### config.mk
export PLATFORM = sky130hd
export DESIGN_NAME = reorder_buffer
export DESIGN_NICKNAME = d
export VERILOG_FILES = /design/src/rtl/reorder_buffer_pkg.sv /design/src/rtl/rob_query_port.sv /design/src/rtl/reorder_buffer.sv
export SDC_FILE = /design/constraint.sdc
export NUM_CORES = 2
export LEC_CHECK = 0
export BUFFER_PORTS_ARGS = -buffer_cell sky130_fd_sc_hd__buf_2
export CORE_ASPECT_RATIO = 0.75
export CORE_MARGIN = 2
export CORE_UTILIZATION = 60
export DETAILED_ROUTE_END_ITERATION = 16
export PLACE_DENSITY = 0.84
export RECOVER_POWER = 100
export SYNTH_ARGS = -nofsm -noshare
export SYNTH_HDL_FRONTEND = slang
export SYNTH_SLANG_ARGS = --single-unit
### constraint.sdc
create_clock -name clk -period 12.35 [get_ports clk]
set_input_delay 0.6175 -clock clk [delete_from_list [all_inputs] [get_ports clk]]
set_output_delay 0.6175 -clock clk [all_outputs]
set_load 0.01 [all_outputs]
### src/rtl/reorder_buffer_pkg.sv
// Shared definitions for the reorder buffer: id/register/data types and the sentinel values
// used to mean "no producer" and "no destination register".
package reorder_buffer_pkg;

    localparam int ROB_SIZE = 16;
    localparam int ID_W     = 5;

    typedef logic [ID_W-1:0] ROB_ID_TYPE;
    typedef logic [4:0]      REG_POS_TYPE;
    typedef logic [31:0]     DATA_TYPE;
    typedef logic [31:0]     ADDR_TYPE;

    localparam ROB_ID_TYPE  ZERO_ROB = '0;
    localparam REG_POS_TYPE ZERO_REG = '0;

    localparam logic TRUE  = 1'b1;
    localparam logic FALSE = 1'b0;

endpackage

### src/rtl/rob_query_port.sv
// Operand tag lookup for the dispatcher: resolves a ROB id to a value, either from the
// result broadcast on the CDB this cycle or from a completed entry already in the buffer.
module rob_query_port #(
    parameter int ROB_SIZE = 16,
    parameter int ID_W     = 5
) (
    input  logic [ID_W-1:0]            q_id,
    input  logic                       cdb_en,
    input  logic [ID_W-1:0]            cdb_id,
    input  logic [31:0]                cdb_val,
    input  logic [ROB_SIZE-1:0]        slot_valid,
    input  logic [ROB_SIZE-1:0]        slot_ready,
    input  logic [ROB_SIZE-1:0][31:0]  slot_val,
    output logic                       rdy,
    output logic [31:0]                val
);
    import reorder_buffer_pkg::*;

    localparam int PTR_W = $clog2(ROB_SIZE);

    logic [PTR_W-1:0] idx;
    logic             in_range;

    assign idx      = PTR_W'(q_id - 1'b1);
    assign in_range = (q_id != ZERO_ROB) && (q_id <= ID_W'(ROB_SIZE));

    // Tag 0 means the operand comes straight from the register file, so it is always ready.
    always_comb begin
        rdy = FALSE;
        val = '0;
        if (q_id == ZERO_ROB) begin
            rdy = TRUE;
        end else if (cdb_en && (cdb_id == q_id)) begin
            rdy = TRUE;
            val = cdb_val;
        end else if (in_range) begin
            rdy = slot_valid[idx] && slot_ready[idx];
            val = slot_val[idx];
        end
    end

endmodule

### src/rtl/reorder_buffer.sv
// In-order retirement queue: allocates rename tags, collects CDB results out of order,
// retires the head entry one per cycle and flushes everything on a mispredicted branch.
module reorder_buffer #(
    parameter int ROB_SIZE = reorder_buffer_pkg::ROB_SIZE,
    parameter int ID_W     = reorder_buffer_pkg::ID_W
) (
    input  logic             clk,
    input  logic             rst,
    input  logic             alloc_en,
    input  logic [4:0]       alloc_rd,
    input  logic             alloc_is_br,
    input  logic             alloc_pred,
    output logic [ID_W-1:0]  alloc_id,
    output logic             full,
    input  logic             cdb_en,
    input  logic [ID_W-1:0]  cdb_id,
    input  logic [31:0]      cdb_val,
    input  logic             cdb_taken,
    input  logic [31:0]      cdb_target,
    input  logic [ID_W-1:0]  q_id1,
    input  logic [ID_W-1:0]  q_id2,
    output logic             q_rdy1,
    output logic             q_rdy2,
    output logic [31:0]      q_val1,
    output logic [31:0]      q_val2,
    output logic             commit_flag,
    output logic             rollback_flag,
    output logic [4:0]       commit_rd,
    output logic [ID_W-1:0]  commit_Q,
    output logic [31:0]      commit_V,
    output logic [31:0]      jump_pc
);
    import reorder_buffer_pkg::*;

    localparam int PTR_W = $clog2(ROB_SIZE);
    localparam int CNT_W = $clog2(ROB_SIZE + 1);
    localparam logic [PTR_W-1:0] LAST_SLOT = PTR_W'(ROB_SIZE - 1);

    logic [PTR_W-1:0] head;
    logic [PTR_W-1:0] tail;
    logic [CNT_W-1:0] count;

    logic [ROB_SIZE-1:0]       valid;
    logic [ROB_SIZE-1:0]       ready;
    logic [ROB_SIZE-1:0]       is_br;
    logic [ROB_SIZE-1:0]       pred;
    logic [ROB_SIZE-1:0]       taken;
    logic [ROB_SIZE-1:0][31:0] val;
    logic [ROB_SIZE-1:0][31:0] target;
    REG_POS_TYPE               rd_mem [ROB_SIZE];

    logic             do_alloc;
    logic             head_done;
    logic             mispredict;
    logic             cdb_hit;
    logic [PTR_W-1:0] cdb_idx;

    function automatic logic [PTR_W-1:0] next_ptr(input logic [PTR_W-1:0] ptr);
        return (ptr == LAST_SLOT) ? '0 : ptr + 1'b1;
    endfunction

    assign full       = (count == CNT_W'(ROB_SIZE));
    assign alloc_id   = ID_W'(tail) + 1'b1;
    assign do_alloc   = alloc_en && !full;
    assign head_done  = valid[head] && ready[head];
    assign mispredict = head_done && is_br[head] && (taken[head] != pred[head]);
    assign cdb_idx    = PTR_W'(cdb_id - 1'b1);
    assign cdb_hit    = cdb_en && (cdb_id != ZERO_ROB) && (cdb_id <= ID_W'(ROB_SIZE)) && valid[cdb_idx];

    // A mispredict wins over everything else at the edge: the whole window is squashed,
    // including any allocation the dispatcher attempted in the same cycle.
    always_ff @(posedge clk) begin
        if (rst) begin
            head  <= '0;
            tail  <= '0;
            count <= '0;
            valid <= '0;
            ready <= '0;
        end else if (mispredict) begin
            head  <= '0;
            tail  <= '0;
            count <= '0;
            valid <= '0;
        end else begin
            if (cdb_hit) begin
                ready[cdb_idx] <= TRUE;
            end
            if (do_alloc) begin
                valid[tail] <= TRUE;
                ready[tail] <= FALSE;
                tail        <= next_ptr(tail);
            end
            if (head_done) begin
                valid[head] <= FALSE;
                head        <= next_ptr(head);
            end
            case ({do_alloc, head_done})
                2'b10:   count <= count + 1'b1;
                2'b01:   count <= count - 1'b1;
                default: count <= count;
            endcase
        end
    end

    // Entry payload needs no reset; the valid bits decide whether any of it is looked at.
    always_ff @(posedge clk) begin
        if (do_alloc) begin
            rd_mem[tail] <= alloc_rd;
            is_br[tail]  <= alloc_is_br;
            pred[tail]   <= alloc_pred;
        end
        if (cdb_hit) begin
            val[cdb_idx]    <= cdb_val;
            taken[cdb_idx]  <= cdb_taken;
            target[cdb_idx] <= cdb_target;
        end
    end

    always_ff @(posedge clk) begin
        if (rst) begin
            commit_flag   <= FALSE;
            rollback_flag <= FALSE;
            commit_rd     <= ZERO_REG;
            commit_Q      <= '0;
            commit_V      <= '0;
            jump_pc       <= '0;
        end else begin
            commit_flag   <= head_done;
            rollback_flag <= mispredict;
            if (head_done) begin
                commit_rd <= rd_mem[head];
                commit_Q  <= ID_W'(head) + 1'b1;
                commit_V  <= val[head];
            end
            if (mispredict) begin
                jump_pc <= target[head];
            end
        end
    end

    rob_query_port #(.ROB_SIZE(ROB_SIZE), .ID_W(ID_W)) u_query1 (
        .q_id       (q_id1),
        .cdb_en     (cdb_en),
        .cdb_id     (cdb_id),
        .cdb_val    (cdb_val),
        .slot_valid (valid),
        .slot_ready (ready),
        .slot_val   (val),
        .rdy        (q_rdy1),
        .val        (q_val1)
    );

    rob_query_port #(.ROB_SIZE(ROB_SIZE), .ID_W(ID_W)) u_query2 (
        .q_id       (q_id2),
        .cdb_en     (cdb_en),
        .cdb_id     (cdb_id),
        .cdb_val    (cdb_val),
        .slot_valid (valid),
        .slot_ready (ready),
        .slot_val   (val),
        .rdy        (q_rdy2),
        .val        (q_val2)
    );

endmodule

# After elaboration in Yosys (flattened, before gate mapping)

Memory sizes are Yosys's and may differ from the RTL's. A register that Yosys moved wholly into a read port is not among the register bits.
Index checks and enable logic that the tools add are counted.

Flip-flop bits (word level): 1188
Memories: 1
Bits in read-only memories: 0
Logic and storage cells: 170
Bits in latches: 0
Output and inout port bits: 148
Memory bits (writable): 80

Memories:

| memory | words | bits a word | read ports | clocked after Yosys merged registers in | write ports | RTL line             | RTL |
|---|---|---|---|---|---|---|---|
| rd_mem | 16    | 5           | 1          | 1                                       | 1           | reorder_buffer.sv:50 | `REG_POS_TYPE rd_mem [ROB_SIZE];` |

Bitwise logic cells: 6
Eq/ne operators: 8
Divide/modulo/power cells: 0
Shift-type cells: 0
Order comparisons: 11
Add/sub/neg operators: 9
Muxes and demuxes: 66
Reduce and logical (&&, ||, !) cells: 24
Multiply operators: 0

Operators with widths:

| operator                                                                            | count |
|---|---|
| 512-bit bitwise mux                                                                 | 2 |
| 32-bit binary-select mux with 4-bit select                                          | 4 |
| 32-bit 2-to-1 mux                                                                   | 11 |
| 32-bit demux with 4-bit select                                                      | 1 |
| 16-bit 2-to-1 mux                                                                   | 8 |
| 16-bit bitwise mux                                                                  | 3 |
| 1-bit binary-select mux with 4-bit select                                           | 10 |
| 16-bit bitwise AND                                                                  | 2 |
| 16-bit inverter                                                                     | 2 |
| 16-bit bitwise OR                                                                   | 2 |
| 4-bit by 5-bit < comparator with 1-bit output, second input constant                | 5 |
| 1-bit 2-to-1 mux                                                                    | 21 |
| 1-bit logical AND                                                                   | 16 |
| 5-bit less-or-equal comparator, second input constant                               | 3 |
| 5-bit nonzero test                                                                  | 3 |
| 1-bit demux with 4-bit select                                                       | 3 |
| 4-bit by 1-bit greater-or-equal comparator with 1-bit output, second input constant | 3 |
| 4-bit by 1-bit subtractor with 4-bit output, second input constant                  | 3 |
| 4-bit by 1-bit adder with 5-bit output, second input constant                       | 2 |
| 5-bit == test                                                                       | 2 |
| 5-bit zero test                                                                     | 2 |
| 5-bit case mux with 2 select lines                                                  | 1 |
| 4-bit by 1-bit adder with 4-bit output, second input constant                       | 2 |
| 4-bit == test, second input constant                                                | 2 |
| 10 further kinds                                                                    | 11 |

# Longest topological paths before layout

Word-level depth: 11
Depth in mapped cells: 19

# Modules after synthesis

A second synthesis with hierarchy kept.

Cell total of the unflattened synthesis: 2898
Area total of the unflattened synthesis: 57883.0 um^2

By module, submodules not included:

| module         | cells each | times used | sequential area each (um^2) | area each (um^2) |
|---|---|---|---|---|
| reorder_buffer | 2306       | 1          | 37015.5                     | 48771.8 |
| rob_query_port | 296        | 2          | 0.0                         | 4555.6 |

# Worst setup path before layout

No wires, ideal clock.

Kind: input -> register
From: input cdb_id[0]
To: register taken[0], enable pin
Cell stages on the path: 10
Data required time: 11861 ps
Arrival time: 5014 ps
Path slack: 6847 ps
Path buffers: 2
Path through: buf_2 inv_1 ha_1 clkbuf_1 nand3b_1 o41a_1 or2_2 o221a_2 nand3_1 nor2_1

Longest elaborated chain between the ends: 4
Elaborated cells on any way between the ends: 8
Those cells by class: add/sub: 1; order compare: 1; mux: 2; reduce/logical: 4

RTL lines:

| what                                                                              | RTL line                                   | RTL |
|---|---|---|
| from (decl)                                                                       | reorder_buffer.sv:16                       | `input logic [ID_W-1:0] cdb_id,` |
| 4-bit by 1-bit subtractor with 4-bit output or 5-bit nonzero test (tied branches) | reorder_buffer.sv:67, reorder_buffer.sv:68 |  |
| 1-bit binary-select mux with 4-bit select or 1-bit logical AND (tied branches)    | reorder_buffer.sv:68                       | `assign cdb_hit = cdb_en && (cdb_id != ZERO_ROB) && (cdb_id <= ID_W'(ROB_SIZE)) && valid[cdb_idx];` |
| 1-bit 2-to-1 mux (implied by the code) or 1-bit logical AND (tied branches)       | reorder_buffer.sv:68                       |  |
| 1-bit logical AND *                                                               | reorder_buffer.sv:68                       |  |
| to (signal, indexed assignment)                                                   | reorder_buffer.sv:114                      | `taken[cdb_idx] <= cdb_taken;` |
| to (decl)                                                                         | reorder_buffer.sv:47                       | `logic [ROB_SIZE-1:0] taken;` |

Every way passes the cells marked *; elsewhere a longest branch is shown, timed or not. The select of a mux whose other input is x is not followed.
A chain may end at the register's enable or synchronous reset.

# Worst setup path after layout

From: input cdb_id[0]
To: register target[83] (netlist name), enable pin

Longest elaborated chain between the ends: 4
Elaborated cells on any way between the ends: 8
Those cells by class: add/sub: 1; order compare: 1; mux: 2; reduce/logical: 4

RTL lines:

| what                                                                              | RTL line                                   | RTL |
|---|---|---|
| 4-bit by 1-bit subtractor with 4-bit output or 5-bit nonzero test (tied branches) | reorder_buffer.sv:67, reorder_buffer.sv:68 |  |
| 1-bit binary-select mux with 4-bit select or 1-bit logical AND (tied branches)    | reorder_buffer.sv:68                       |  |
| 1-bit 2-to-1 mux (implied by the code) or 1-bit logical AND (tied branches)       | reorder_buffer.sv:68                       |  |
| 1-bit logical AND *                                                               | reorder_buffer.sv:68                       |  |
| to (signal, indexed assignment)                                                   | reorder_buffer.sv:115                      | `target[cdb_idx] <= cdb_target;` |
| to (decl)                                                                         | reorder_buffer.sv:49                       | `logic [ROB_SIZE-1:0][31:0] target;` |

Marked as above.

==> summary.txt <==
Crit start category = input pin
Die width = 364 um
CTS H-tree lvls = 3
DR WL/cell = 35.3 um
Post-cts repair resize count = 0
Fin crit share = 71.7%
Slew Viols, Final = 1459
CP Class = input pin to register
RSZ-0062 raised after global routing = no
Seq/Total Area, Yosys = 63.4%
Clk Latency, worst-skew pair = 730 ps
Die Height = 274 um
Total GRT Usage = 33.6%
Leading register cell type out of synthesis = edfxtp_1
Worst-path fanout max = 50
Post-route ant nets = 0
Syn Inst Count = 3152
Peak VDD IR = 0.000118 V
Async SR Flop Fraction = 0%
Final wirelength = 167000 um
Placer Congestion = 0.926
Leakage = 19.4 nW
Post-Place Worst Slack = 6890 ps
YS warnings = 0
Final Hold Fails = 0
# DRC = 0
Crit. End Element = register
I/O pin count = 239
Skew final = 39.0 ps
FF+latch count, synth = 1273
Fmax = 0.113 GHz
Synth Area in Compound Gates = 4.57%
Status = complete, but fails checks
Worst-margin pin slew = 5080 ps
Failing checks = max-capacitance violations, max-slew violations
Syn avg cell area = 18.5 um^2
Initial Util = 60.2%
GRT Residual Overflow = 0
Multiplexer area fraction after synthesis = 25.3%
Sink Count = 1273
CTS Buf Count = 116
Maxcap violations = 41
Worst hold path class = input pin to register
Postcts setup bufs = 0
Hpwl dp = 87400 um
CTS tree = built
Post-route setup TNS = 0 ps
Vias in the first global route = 35300
CP Data Required Time = 12530 ps
Fin crit period = 8850 ps
Rows = 99
Ratio of cells with drive above 1 in the final layout = 26.2%
P per Cell Area = 141 mW/mm^2
Fill cells = 6210
Finish-stage setup viols = 0
Largest family of logic cells by synthesized area = multiplexers
Pin count of the biggest net entering global routing = 101
CTS root buf = clkbuf_16
Post-DR vias/cell = 7.56
Synth Area in XOR/XNOR = 0.467%
Hold Buf Count CTS = 0
PnR worst setup slack = 3500 ps
Placed cell area = 0.0609 mm^2
Cell Area, Synth = 0.0584 mm^2
Total Die Area = 0.0998 mm^2
P&R area growth vs syn = 10.2%
Via Count = 35900
DR iter-0 viols = 6332
Number of synthesized flops with an enable pin = 1152
Post-Synth Adder-Cell Area = 0.472%
Initial antenna violation count = 18
Synth unique cells = 63
Core area = 0.0969 mm^2
Final net count = 3439
First-pass GRT wire length = 241000 um
Router iterations before antenna repair = 7
Fin area = 0.0643 mm^2
WP data arrival = 9030 ps
Worst-path clk slew = 60 ps
Port Buf Inserts = 238
Net Count, Synth = 3265
Max-slew headroom = -238%
CTS Buffer Depth = 3
Synth Area in Simple Gates = 3.62%
-- logic make-up after synthesis --
family	count (synthesis)
flip-flops	1273
multiplexers	692
AND/OR/NAND/NOR	433
AO/OA/AOI/OAI	415
buffers and inverters	288
XOR/XNOR	29
adder cells (fa/ha/maj)	22
-- flip-flops by register name, summed over array words and instances (netlist names), 4 cells and up --
register   count
commit_Q       5
count          5
val          512
ready         16
commit_rd      5
head           4
is_br         16
valid         16
tail           4
commit_V      32
pred          16
rd_mem        80
target       512
jump_pc       32
taken         16
-- cell usage after synthesis, types with 22 or more instances --
library cell	count	share of area (%)
buf_2	75	0.64
nor2_1	123	0.79
a21oi_1	159	1.4
buf_1	36	0.23
nand3_1	45	0.39
clkbuf_1	127	0.82
nor2b_1	71	0.76
o21ai_0	39	0.33
nor3_1	24	0.21
a22oi_1	68	0.87
dfxtp_1	121	4.2
a211oi_1	105	1.4
inv_1	35	0.23
nand2_1	109	0.70
edfxtp_1	1152	59
mux4_2	627	24
mux2i_1	65	1.1
ha_1	22	0.47
-- area by class of cell --
type / count / area, um^2 / area share (%)
Timing Repair Buffer: 308 / 1350 / 2.09
Clock buffer: 165 / 3310 / 5.14
Sequential cell: 1273 / 37000 / 57.6
Inverter: 36 / 135 / 0.210
Tap cell: 1313 / 1640 / 2.55
Clock inverter: 53 / 631 / 0.980
Antenna cell: 12 / 30.0 / 0.0467
Multi-Input combinational cell: 1591 / 20200 / 31.4
-- cells in the final DEF (no fill, tap or decap), drive strengths merged, types with 4 or more instances in the layout --
master | netlist | final
nand4 | 7 | 7
dfxtp | 121 | 121
and2 | 5 | 5
clkbuf | 127 | 413
xnor2 | 14 | 14
diode | 0 | 12
and3 | 15 | 15
nand3 | 47 | 47
nor3 | 24 | 24
o21ai | 42 | 42
a211oi | 105 | 105
ha | 22 | 22
nor3b | 6 | 6
mux4 | 627 | 627
buf | 125 | 60
nor2 | 124 | 124
bufinv | 0 | 12
clkinv | 0 | 33
inv | 36 | 38
a31oi | 12 | 12
a41oi | 4 | 4
nor2b | 71 | 71
clkinvlp | 0 | 6
xor2 | 15 | 15
a21oi | 160 | 160
edfxtp | 1152 | 1152
a22oi | 69 | 69
nand4b | 8 | 8
nand2 | 109 | 109
mux2i | 65 | 65
nand4bb | 4 | 4
-- final timing paths --
kind | start | end | slack [ps] | cells after the start
max | cdb_id[0] | target[83]$_DFFE_PP_ | 3500 | 9
min | cdb_target[20] | target[468]$_DFFE_PP_ | 400 | 1
max reg2reg | head[1]$_SDFFE_PP0N_ | head[3]$_SDFFE_PP0N_ | 3660 | 8
min reg2reg | commit_V[4]$_SDFFE_PP0N_ | commit_V[4]$_SDFFE_PP0N_ | 450 | 2
-- power breakdown --
part           internal, mW  switching (mW)  leakage [nW]
registers              4.71          0.0112          11.3
clock network          2.12            1.62          1.92
logic                 0.229           0.391          6.12
total                  7.06            2.02          19.4
-- per-stage QoR --
stage	utilization (%)	power, mW	cells	hold slack, ps
final	66.4	9.08	4751	399
after global routing	66.4	9.29	4745	418
after CTS	66.9	9.08	4739	253
after detailed placement	62.8	5.41	4521	443
after global placement	62.8	5.40	4521	440
after floorplan	-	5.19	3152	460
-- per-layer routing --
layer  vias to the layer above  global-route usage, %  share of wire (%)
met4                        14                   14.1                4.0
met2                      3587                   50.2                 46
met5                         -                      0              0.051
met1                     18200                   46.0                 34
li1                      13600                      -                  -
met3                       529                   11.1                 16
-- critical path, cell delays in order --
cell and delay [ps]:
clkbuf_1 550, inv_1 200, ha_1 360, nand2b_1 170
o22a_1 560, o221a_1 480, nand3_1 550, nor2_1 1810
clkbuf_1 3680
Power figures use the tool's default switching activity.
